### src/rtl/mc_ctrl_pkg.sv
// Shared encodings for the multicycle MIPS control unit: FSM states, opcodes,
// funct codes, ALU controls and datapath mux selects.
package mc_ctrl_pkg;

  typedef enum logic [3:0] {
    S_FETCH,
    S_DECODE,
    S_MEMADR,
    S_MEMRD,
    S_MEMWB,
    S_MEMWR,
    S_EXEC,
    S_ALUWB,
    S_BEQ,
    S_ADDIEX,
    S_ADDIWB,
    S_JUMP,
    S_TRAP
  } state_t;

  typedef enum logic [1:0] {
    ALUOP_ADD,
    ALUOP_SUB,
    ALUOP_FUNCT
  } aluop_t;

  localparam logic [5:0] OP_RTYPE = 6'd0;
  localparam logic [5:0] OP_LW    = 6'd35;
  localparam logic [5:0] OP_SW    = 6'd43;
  localparam logic [5:0] OP_BEQ   = 6'd4;
  localparam logic [5:0] OP_ADDI  = 6'd8;
  localparam logic [5:0] OP_J     = 6'd2;

  localparam logic [5:0] FN_ADD = 6'd32;
  localparam logic [5:0] FN_SUB = 6'd34;
  localparam logic [5:0] FN_AND = 6'd36;
  localparam logic [5:0] FN_OR  = 6'd37;
  localparam logic [5:0] FN_SLT = 6'd42;

  localparam logic [2:0] ALU_AND = 3'b000;
  localparam logic [2:0] ALU_OR  = 3'b001;
  localparam logic [2:0] ALU_ADD = 3'b010;
  localparam logic [2:0] ALU_SUB = 3'b110;
  localparam logic [2:0] ALU_SLT = 3'b111;

  localparam logic [1:0] SRCB_REG    = 2'd0;
  localparam logic [1:0] SRCB_FOUR   = 2'd1;
  localparam logic [1:0] SRCB_IMM    = 2'd2;
  localparam logic [1:0] SRCB_IMM_SH = 2'd3;

  localparam logic [1:0] PC_ALU    = 2'd0;
  localparam logic [1:0] PC_ALUOUT = 2'd1;
  localparam logic [1:0] PC_JUMP   = 2'd2;

endpackage

### src/rtl/mc_ctrl_unit_alu_dec.sv
// Combinational ALU-control decoder: maps the ALU-op class plus funct to alu_ctl
// and flags whether funct names a supported R-type operation.
module mc_alu_dec
  import mc_ctrl_pkg::*;
#(
  parameter int FUNCT_W  = 6,
  parameter int ALUCTL_W = 3
) (
  input  aluop_t              aluop,
  input  logic [FUNCT_W-1:0]  funct,
  output logic [ALUCTL_W-1:0] alu_ctl,
  output logic                funct_legal
);

  logic [ALUCTL_W-1:0] fn_ctl;

  always_comb begin
    fn_ctl      = ALUCTL_W'(ALU_ADD);
    funct_legal = 1'b1;
    case (funct)
      FUNCT_W'(FN_ADD): fn_ctl = ALUCTL_W'(ALU_ADD);
      FUNCT_W'(FN_SUB): fn_ctl = ALUCTL_W'(ALU_SUB);
      FUNCT_W'(FN_AND): fn_ctl = ALUCTL_W'(ALU_AND);
      FUNCT_W'(FN_OR):  fn_ctl = ALUCTL_W'(ALU_OR);
      FUNCT_W'(FN_SLT): fn_ctl = ALUCTL_W'(ALU_SLT);
      default:          funct_legal = 1'b0;
    endcase
  end

  always_comb begin
    alu_ctl = ALUCTL_W'(ALU_ADD);
    case (aluop)
      ALUOP_SUB:   alu_ctl = ALUCTL_W'(ALU_SUB);
      ALUOP_FUNCT: alu_ctl = fn_ctl;
      default:     alu_ctl = ALUCTL_W'(ALU_ADD);
    endcase
  end

endmodule

### src/rtl/mc_ctrl_unit.sv
// Multicycle MIPS control FSM with memory wait handshake and illegal-op trap;
// outputs are combinational from state. PERF_CNT_EN adds a retired-instruction counter.
module mc_ctrl_unit
  import mc_ctrl_pkg::*;
#(
  parameter int OP_W     = 6,
  parameter int FUNCT_W  = 6,
  parameter int ALUCTL_W = 3,
  parameter int CNT_W    = 32
) (
  input  logic                clk,
  input  logic                rst,
  input  logic [OP_W-1:0]     op,
  input  logic [FUNCT_W-1:0]  funct,
  input  logic                zero,
  input  logic                mem_ready,
  output logic                mem_req,
  output logic                iord,
  output logic                alusrca,
  output logic [1:0]          alusrcb,
  output logic [ALUCTL_W-1:0] alu_ctl,
  output logic [1:0]          pcsrc,
  output logic                irwrite,
  output logic                pc_en,
  output logic                regdst,
  output logic                memtoreg,
  output logic                regwrite,
  output logic                memwrite,
  output logic                illegal,
  output logic [CNT_W-1:0]    retired
);

  state_t              state, state_nxt;
  aluop_t              aluop;
  logic [ALUCTL_W-1:0] dec_ctl;
  logic                funct_legal;
  logic                use_alu, pcwrite, branch;

  mc_alu_dec #(.FUNCT_W(FUNCT_W), .ALUCTL_W(ALUCTL_W)) u_alu_dec (
    .aluop       (aluop),
    .funct       (funct),
    .alu_ctl     (dec_ctl),
    .funct_legal (funct_legal)
  );

  always_ff @(posedge clk) begin
    if (rst) state <= S_FETCH;
    else     state <= state_nxt;
  end

  always_comb begin
    state_nxt = state;
    aluop     = ALUOP_ADD;
    use_alu   = 1'b0;
    pcwrite   = 1'b0;
    branch    = 1'b0;
    mem_req   = 1'b0;
    iord      = 1'b0;
    alusrca   = 1'b0;
    alusrcb   = SRCB_REG;
    pcsrc     = PC_ALU;
    irwrite   = 1'b0;
    regdst    = 1'b0;
    memtoreg  = 1'b0;
    regwrite  = 1'b0;
    memwrite  = 1'b0;
    illegal   = 1'b0;
    case (state)
      S_FETCH: begin
        mem_req = 1'b1;
        alusrcb = SRCB_FOUR;
        use_alu = 1'b1;
        irwrite = mem_ready;
        pcwrite = mem_ready;
        if (mem_ready) state_nxt = S_DECODE;
      end
      S_DECODE: begin
        alusrcb = SRCB_IMM_SH;
        use_alu = 1'b1;
        if (op == OP_W'(OP_LW) || op == OP_W'(OP_SW)) state_nxt = S_MEMADR;
        else if (op == OP_W'(OP_RTYPE) && funct_legal) state_nxt = S_EXEC;
        else if (op == OP_W'(OP_BEQ))  state_nxt = S_BEQ;
        else if (op == OP_W'(OP_ADDI)) state_nxt = S_ADDIEX;
        else if (op == OP_W'(OP_J))    state_nxt = S_JUMP;
        else                           state_nxt = S_TRAP;
      end
      S_MEMADR: begin
        alusrca   = 1'b1;
        alusrcb   = SRCB_IMM;
        use_alu   = 1'b1;
        state_nxt = (op == OP_W'(OP_LW)) ? S_MEMRD : S_MEMWR;
      end
      S_MEMRD: begin
        mem_req = 1'b1;
        iord    = 1'b1;
        if (mem_ready) state_nxt = S_MEMWB;
      end
      S_MEMWB: begin
        memtoreg  = 1'b1;
        regwrite  = 1'b1;
        state_nxt = S_FETCH;
      end
      S_MEMWR: begin
        mem_req  = 1'b1;
        iord     = 1'b1;
        memwrite = 1'b1;
        if (mem_ready) state_nxt = S_FETCH;
      end
      S_EXEC: begin
        alusrca   = 1'b1;
        aluop     = ALUOP_FUNCT;
        use_alu   = 1'b1;
        state_nxt = S_ALUWB;
      end
      S_ALUWB: begin
        regdst    = 1'b1;
        regwrite  = 1'b1;
        state_nxt = S_FETCH;
      end
      S_BEQ: begin
        alusrca   = 1'b1;
        aluop     = ALUOP_SUB;
        use_alu   = 1'b1;
        pcsrc     = PC_ALUOUT;
        branch    = 1'b1;
        state_nxt = S_FETCH;
      end
      S_ADDIEX: begin
        alusrca   = 1'b1;
        alusrcb   = SRCB_IMM;
        use_alu   = 1'b1;
        state_nxt = S_ADDIWB;
      end
      S_ADDIWB: begin
        regwrite  = 1'b1;
        state_nxt = S_FETCH;
      end
      S_JUMP: begin
        pcsrc     = PC_JUMP;
        pcwrite   = 1'b1;
        state_nxt = S_FETCH;
      end
      S_TRAP: begin
        illegal   = 1'b1;
        state_nxt = S_FETCH;
      end
      default: state_nxt = S_FETCH;
    endcase
    alu_ctl = use_alu ? dec_ctl : '0;
    pc_en   = pcwrite | (branch & zero);
    // Reset overrides combinationally so a pending write is killed in the reset cycle itself.
    if (rst) begin
      mem_req  = 1'b0;
      iord     = 1'b0;
      alusrca  = 1'b0;
      alusrcb  = '0;
      alu_ctl  = '0;
      pcsrc    = '0;
      irwrite  = 1'b0;
      pc_en    = 1'b0;
      regdst   = 1'b0;
      memtoreg = 1'b0;
      regwrite = 1'b0;
      memwrite = 1'b0;
      illegal  = 1'b0;
    end
  end

`ifdef PERF_CNT_EN
  logic             retire;
  logic [CNT_W-1:0] cnt;

  assign retire = (state == S_MEMWB) || (state == S_ALUWB) || (state == S_BEQ) ||
                  (state == S_ADDIWB) || (state == S_JUMP) ||
                  ((state == S_MEMWR) && mem_ready);

  always_ff @(posedge clk) begin
    if (rst)         cnt <= '0;
    else if (retire) cnt <= cnt + CNT_W'(1);
  end

  assign retired = rst ? '0 : cnt;
`else
  assign retired = '0;
`endif

endmodule

### config.mk
export PLATFORM = sky130hd
export DESIGN_NAME = mc_ctrl_unit
export DESIGN_NICKNAME = d
export VERILOG_FILES = /design/src/rtl/mc_ctrl_pkg.sv /design/src/rtl/mc_ctrl_unit_alu_dec.sv /design/src/rtl/mc_ctrl_unit.sv
export SDC_FILE = /design/constraint.sdc
export NUM_CORES = 1
export LEC_CHECK = 0
export BUFFER_PORTS_ARGS = -buffer_cell sky130_fd_sc_hd__buf_2
export CAP_MARGIN = 40
export CORE_MARGIN = 3
export CORE_UTILIZATION = 45
export CTS_CLUSTER_SIZE = 16
export DETAILED_ROUTE_END_ITERATION = 8
export PLACE_DENSITY = 0.83
export SYNTH_ARGS = -nofsm -noshare
export SYNTH_HDL_FRONTEND = slang
export SYNTH_SLANG_ARGS = --single-unit
### constraint.sdc
create_clock -name clk -period 3.7 [get_ports clk]
set_input_delay 0.74 -clock clk [delete_from_list [all_inputs] [get_ports clk]]
set_output_delay 0.74 -clock clk [all_outputs]
set_load 0.02 [all_outputs]
* After elaboration in Yosys (flattened, before gate mapping)
Index checks and enable logic that the tools add are counted.
** Word-level totals
- Register bits :: 4
- Bits of input ports :: 16
- Output and inout bits :: 49
- Logic and storage cells :: 84
** Operators by class
- Equal/unequal tests :: 27
- Mux-type cells :: 42
- Bitwise gates (word level) :: 2
- Reduce and logical (&&, ||, !) cells :: 12
** Operators with widths (count)
- $eq A6 B6 Y1 const B :: 7
- $pmux W4 S7 :: 1
- $mux W1 :: 22
- $eq A4 B4 Y1 const B :: 5
- $mux W4 :: 5
- $mux W3 :: 6
- $eq A4 B3 Y1 const B :: 4
- $pmux W3 S4 :: 1
- $eq A4 B2 Y1 const B :: 2
- $pmux W2 S2 :: 2
- $eq A6 B2 Y1 const B :: 1
- $eq A6 B3 Y1 const B :: 1
- $eq A6 B4 Y1 const B :: 1
- $logic_not A6 Y1 :: 1
- $ne A2 B2 Y1 const B :: 3
- $pmux W2 S3 :: 1
- $pmux W3 S2 :: 1
- $reduce_or A3 Y1 :: 2
- $reduce_or A6 Y1 :: 1
- $reduce_or A5 Y1 :: 1
- $eq A4 B1 Y1 const B :: 1
- $logic_not A4 Y1 :: 1
- $mux W2 :: 2
- $reduce_or A2 Y1 :: 2
- 9 further kinds :: 9

* Depth between registers and ports, before layout
Gate-level depths: netlist of the first run.
- Depth after elaboration :: 7
- Depth in mapped cells :: 7
- Gate-level depth less buffers :: 6

* Hierarchy
From an unflattened synthesis of the first run, not the netlist that was laid out.
** Unflattened totals
- Cell total of the unflattened synthesis :: 146
- Area total of the unflattened synthesis :: 1031.0 um^2
** By module, submodules not included
- mc_ctrl_unit :: instances 1, cells each 128, area an instance 863.3 um^2, sequential area each 80.1 um^2
- mc_alu_dec :: instances 1, cells each 18, area an instance 167.7 um^2, sequential area each 0.0 um^2

* Worst setup path before layout of the first run
OpenSTA, ideal clock, no wires.
- Path type :: input to output
- Start point :: in rst
- End point :: out pcsrc[0]
- Data arrival time :: 1860 ps
- Data required time :: 2960 ps
- Path slack :: 1100 ps
- Stages on the path :: 3
- Path buffers :: 1
- Cell sequence :: or2_1 -> clkbuf_1 -> nor4b_1
** Between the ends
- Cells in the longest elaborated chain, start to end :: 1
** RTL lines
- from (decl) :: line mc_ctrl_unit.sv:12 : input logic rst,
- $mux W2 :: line mc_ctrl_unit.sv:152 : if (rst) begin
- to (decl) :: line mc_ctrl_unit.sv:22 : output logic [1:0] pcsrc,
Every way passes these cells.

* Worst setup path in the final report of the first run
- Start point :: reg state[1]
- End point :: out alu_ctl[0]
** Between the ends
- Cells in the longest elaborated chain, start to end :: 6
- Elaborated cells on any way between the ends :: 14
** RTL lines
- from (decl) :: line mc_ctrl_unit.sv:33 : state_t state, state_nxt;
- from (signal assigned) :: line mc_ctrl_unit.sv:48 : else state <= state_nxt;
- $eq A4 B4 Y1 / $eq A4 B3 Y1 (equally long branches) :: line mc_ctrl_unit.sv:68 : case (state)
- $pmux W2 S2 :: line mc_ctrl_unit.sv:68
- $eq A2 B2 Y1 / $eq A2 B1 Y1 (equally long branches) :: line mc_ctrl_unit_alu_dec.sv:32 : case (aluop)
- $pmux W3 S2 :: line mc_ctrl_unit_alu_dec.sv:32
- $mux W3 * :: line mc_ctrl_unit.sv:149 : alu_ctl = use_alu ? dec_ctl : '0;
- $mux W3 * :: line mc_ctrl_unit.sv:152
- to (decl) :: line mc_ctrl_unit.sv:21 : output logic [ALUCTL_W-1:0] alu_ctl,
Every way passes the cells marked *; elsewhere a longest branch is shown, timed or not.

==> out/metrics.yaml, run 1 <==
outcome:
  status: "complete, no violations"
final_layout:
  fin_cells: 193
  num-nets-final: 186
  nFillCells: 237
  finalCoreUtilization: 0.503
  largest-register: "state"
  syn2layout_area_growth_pct: 4.42
  top_regs: "state x4"
  largest_register_ffs: 4
  drive_gt1_frac: 0.241
  num_antenna_cells: 0
route:
  vias: 954
  routed_wl_um: 2010
  ant_nets: 0
  first_pass_iters: 4
  wl_per_cell_um: 10.4
  drc: 0
  viasPerCell: 4.94
  dr.first_iter.drc_count: 25
global_route:
  grt_antenna_before_repair: 0
  track_usage: 0.145
  grt_pass1_wl_um: 3060
  grt-ovfl-total: 0
  first_global_vias: 756
  grt_start_max_net_pins: 21
logic_synthesis:
  ys_async_sr_fraction: 0
  yosysMostFrequentCell: "buf_4"
  synth_commonest_cells: "buf_4 (32), nor2_1 (11), a21oi_1 (10)"
  synthCells: 142
  synth.area.top_cells: "buf_4 (25%), dfxtp_1 (8.3%), a21oi_1 (5.2%)"
  syn_area_um2: 963
  yosysSeqAreaShare: 0.0831
  yosys_warnings: 0
  synth.distinct_cells: 43
  synth_edf_count: 0
  synth.largest_area_cell: "buf_4"
  synth_ff_type: "dfxtp_1"
  syn_area_per_cell_um2: 6.78
  ys_ff_latch: 4
  synth_top_area_frac: 0.249
floorplan:
  initial_utilization: 0.481
  io_pins: 65
  die_area_um2: 2730
  core_area_um2: 2000
  die_w_um: 52.3
  num_rows: 16
  die_h_um: 52.3
power:
  vdd_ir_drop_max_v: 0.0000922
  powerDensity_nw_per_um2: 205
  p_leak_nw: 0.501
clocking:
  post_cts_buffers: 0
  hold_buffers: 0
  path_clk_slew_ns: 0.04
  clk_latency_ns: 0.24
  cts_resized: 0
  htree_levels: 1
  cts_inserted_buffers: 3
  clock-sinks: 4
  root_buffer: "clkbuf_4"
  tritoncts: "built"
  clock_path_buffers: 2
worst_setup_path:
  cp-start-kind: "flop"
  cp_slowest_cell: "dfxtp_1"
  worstSetupPathType: "reg2out"
  worstSetupEndpointType: "output pin"
  cp_cell_sequence: "nor3b_1 -> nand2_1 -> ha_1 -> nor4_2 -> buf_2"
  cp_max_fo: 20
  rr_endpoint: "state[2]$_SDFFE_PP0P_"
  r2r_start: "state[0]$_SDFFE_PP0P_"
  reg2regPathDepth: 3
  crit_arrival_ns: 2.22
  slowest_delay_ns: 0.66
  reg2reg_slack_ns: 2.03
  critical_path_required_ns: 2.96
hold_path:
  worstHoldStart: "state[3]$_SDFFE_PP0P_"
  min_to: "state[3]$_SDFFE_PP0P_"
  hold_path_depth: 2
  hp-class: "reg2reg"
sta:
  maxSlewViolCount: 0
  hold-worst-slack_ns: 0.793
  finClkSkew_ns: 0.00880
  fmax_mhz: 338
  setup_tns_ns: 0
  hold_violations: 0
  slew_headroom: 0.598
  fin_crit_ns: 2.96
  rsz0062_at_grt: "no"
  finalCritPeriodShare: 0.800
  setup_violations: 0
  worst_pin_slew_ns: 0.603
placement:
  portBuffers: 32
  place_hpwl_um: 1570
  dp.cells: 190
  place_congestion: 0.776
run:
  maxCapViolCount: 0
==> through the flow <==
stage	power (mW)	cell area (um^2)	setup WS (ns)
after floorplan	0.154	1080	1.10
after global placement	0.149	983	1.04
after detailed placement	0.150	983	1.01
after CTS	0.207	1010	0.723
after global routing	0.219	1010	0.542
final	0.206	1010	0.738
==> worst max-delay path by stage <==
| stage | start | end | cells past startpoint |
|---|---|---|---|
| finish | state[1]$_SDFFE_PP0P_ | alu_ctl[0] | 5 |
| global route | state[1]$_SDFFE_PP0P_ | alu_ctl[0] | 5 |
| CTS | state[1]$_SDFFE_PP0P_ | alu_ctl[0] | 5 |
| detailed placement | state[1]$_SDFFE_PP0P_ | alu_ctl[0] | 5 |
| global placement | state[1]$_SDFFE_PP0P_ | alu_ctl[0] | 5 |
| floorplan | rst | pcsrc[0] | 3 |
==> metal layers <==
layer  up-vias  GRT usage  routed length, um
li1        487          -                  -
met1       413      0.192                854
met2        49      0.220                935
met3         5    0.00285                166
met4         0      0.115                 56
met5         -          0                  0
==> power breakdown <==
group / switching (mW) / leakage, nW / total [mW] / internal (mW)
sequential: 0.00927 / 0.0327 / 0.0547 / 0.0455
combinational: 0.0674 / 0.454 / 0.0956 / 0.0282
clock: 0.0194 / 0.0138 / 0.0557 / 0.0364
==> worst max-delay path, delay by kind of cell, from the launching register on <==
kind          cells  cell delay, ns
buf+inv           1            0.20
simple gates      3            0.77
fa+ha+maj         1            0.36
flops             1            0.66
==> area by class of cell <==
| cell class | instances | area (um^2) | share of cell area |
|---|---|---|---|
| Sequential cell | 4 | 80.1 | 0.0796 |
| Timing Repair Buffer | 32 | 160 | 0.159 |
| Inverter | 4 | 15.0 | 0.0149 |
| Tap cell | 27 | 33.8 | 0.0336 |
| Multi-Input combinational cell | 123 | 694 | 0.690 |
| Clock buffer | 3 | 22.5 | 0.0224 |
==> cell families after synthesis <==
kind of cell               count (synthesis)  synth area share
AOI/OAI and AO/OA                         29             0.199
and+or+nand+nor                           57             0.340
DFF                                        4            0.0831
adders and majority gates                  2            0.0260
other                                      1           0.00389
buffers and inverters                     46             0.317
muxes                                      2            0.0221
xor gates and xnor gates                   1           0.00909
==> cells in the final DEF, fill, tap and decap left out, types with 3 or more instances in the layout <==
| master | netlist | layout |
|---|---|---|
| a21o_1 | 3 | 3 |
| nor4_1 | 5 | 5 |
| clkbuf_4 | 0 | 3 |
| buf_2 | 4 | 32 |
| conb_1 | 1 | 32 |
| nand2b_1 | 5 | 5 |
| nand2_1 | 5 | 5 |
| dfxtp_1 | 4 | 4 |
| nor3_1 | 7 | 7 |
| nand3_1 | 5 | 5 |
| o22ai_1 | 3 | 3 |
| a21oi_1 | 10 | 10 |
| inv_1 | 4 | 4 |
| nor2_1 | 11 | 11 |
| nor2b_1 | 3 | 3 |
Note: power is estimated with default switching activity, not from simulation.
==> inputs of run 2 (changes only) <==
- CORE_UTILIZATION: 45 -> 38
- PLACE_DENSITY: 0.83 -> 0.74
- clock period: 3.7 -> 2.4 ns (I/O delays scaled with it)
==> run 2 against run 1 <==
Against the previous run:
- sequential cell count did not move
- sequential power grew 40%
- register-to-register slack worse by 1.2 ns
==> out/metrics.yaml, run 2 (synthesized netlist as in run 1, its figures left out) <==
outcome:
  status: "complete, no violations"
placement:
  post-place-ws_ns: 0.275
  place_congestion: 0.806
  portBuffers: 32
  dp.cells: 195
  place_hpwl_um: 1610
hold_path:
  hp-class: "in2reg"
  min_to: "state[3]$_SDFFE_PP0P_"
  hold_path_depth: 2
  worstHoldStart: "rst"
route:
  ant_nets: 0
  wl_per_cell_um: 10.3
  dr.first_iter.drc_count: 27
  drc: 0
  routed_wl_um: 2050
  viasPerCell: 4.96
  vias: 983
  first_pass_iters: 4
clocking:
  post_cts_buffers: 0
  path_clk_slew_ns: 0.04
  clock-sinks: 4
  tritoncts: "built"
  clk_latency_ns: 0.24
  root_buffer: "clkbuf_4"
  cts_inserted_buffers: 3
  clock_path_buffers: 2
  cts_resized: 0
  hold_buffers: 0
  htree_levels: 1
sta:
  fin_crit_ns: 2.30
  setup_slack_ns: 0.0998
  setup_tns_ns: 0
  rsz0062_at_grt: "no"
  fmax_mhz: 435
  hold_violations: 0
  finClkSkew_ns: 0.00136
  maxSlewViolCount: 0
  finalCritPeriodShare: 0.958
  setup_violations: 0
worst_setup_path:
  slowest_delay_ns: 0.43
  worstSetupEndpointType: "output pin"
  reg2regPathDepth: 4
  r2r_start: "state[0]$_SDFFE_PP0P_"
  rr_endpoint: "state[2]$_SDFFE_PP0P_"
  cp_cell_sequence: "buf_6 -> or3b_4 -> a21o_1 -> nor4_2 -> buf_2"
  cp_max_fo: 19
  cp_slowest_cell: "or3b_4"
  critical_path_required_ns: 1.92
  reg2reg_slack_ns: 0.84
  worstSetupPathType: "reg2out"
  cp-start-kind: "flop"
  crit_arrival_ns: 1.82
final_layout:
  final_cell_mix: "conb_1 (32), buf_2 (32), nor2_1 (10), a21oi_1 (10), nor3_1 (7)"
  fin_cells: 198
  top_regs: "state x4"
  drive_gt1_frac: 0.276
  largest-register: "state"
  largest_register_ffs: 4
  num_antenna_cells: 0
  seqCellArea_um2: 81.3
  syn2layout_area_growth_pct: 9.87
  multi_input_area_um2: 707
  num-nets-final: 190
  nFillCells: 240
power:
  p_leak_nw: 0.530
  powerDensity_nw_per_um2: 308
  vdd_ir_drop_max_v: 0.000133
global_route:
  grt_pass1_wl_um: 3210
  first_global_vias: 755
  grt-ovfl-total: 0
  track_usage: 0.125
  grt_start_max_net_pins: 20
  grt_antenna_before_repair: 0
floorplan:
  initial_utilization: 0.419
  core_area_um2: 2300
  die_h_um: 56.4
  die_w_um: 56.4
  die_area_um2: 3180
  num_rows: 17
  io_pins: 65
run:
  maxCapViolCount: 0
## run 2: cell count changes in the layout (fill, tap and decap cells not counted), sizes merged
| cell | change |
|---|---|
| buf | +4 |
## run 2: final cells by class
cell class              count  share of cell area
multi-input cells         123               0.668
flip-flops and latches      4              0.0768
repair buffers             36               0.187
clock buffers               3              0.0213
inverters                   4              0.0142
well taps                  28              0.0331
## run 2: power breakdown
group	total (mW)	internal, mW	switching (mW)
clock network	0.0875	0.0562	0.0314
registers	0.0766	0.0704	0.00622
logic	0.162	0.0484	0.114
total	0.326	0.175	0.151
## run 2: worst max path at each step
stage	from	end	slack [ns]	cells past startpoint
finish	state[1]$_SDFFE_PP0P_	alu_ctl[0]	0.1	5
global route	state[1]$_SDFFE_PP0P_	alu_ctl[0]	0.03	5
CTS	state[0]$_SDFFE_PP0P_	alu_ctl[0]	0.006	5
global placement	state[0]$_SDFFE_PP0P_	alu_ctl[0]	0.28	5
detailed placement	state[0]$_SDFFE_PP0P_	alu_ctl[0]	0.27	5
floorplan	state[1]$_SDFFE_PP0P_	alu_ctl[0]	0.21	5
## run 2: worst max-delay path, delay by kind of cell (launching register included)
kind / cells / cell delay [ns]
AO/OA/AOI/OAI: 1 / 0.21
buffers and inverters: 2 / 0.38
flip-flops: 1 / 0.32
AND/OR/NAND/NOR: 2 / 0.67
## run 2: layer usage
metal | global-route usage | up-vias | share of wire
met5 | 0 | - | 0
met4 | 0.0712 | 0 | 0.024
met3 | 0.0368 | 5 | 0.13
met2 | 0.174 | 59 | 0.40
met1 | 0.170 | 418 | 0.44
li1 | - | 501 | -
## run 2: through the flow
| step | power [mW] | utilization | area [um^2] | hold WS (ns) |
|---|---|---|---|---|
| after floorplan | 0.238 | - | 1080 | 0.598 |
| after global placement | 0.235 | 0.442 | 1010 | 0.557 |
| after detailed placement | 0.236 | 0.442 | 1010 | 0.563 |
| after CTS | 0.323 | 0.452 | 1040 | 0.570 |
| after global routing | 0.349 | 0.461 | 1060 | 0.608 |
| final | 0.326 | 0.461 | 1060 | 0.572 |
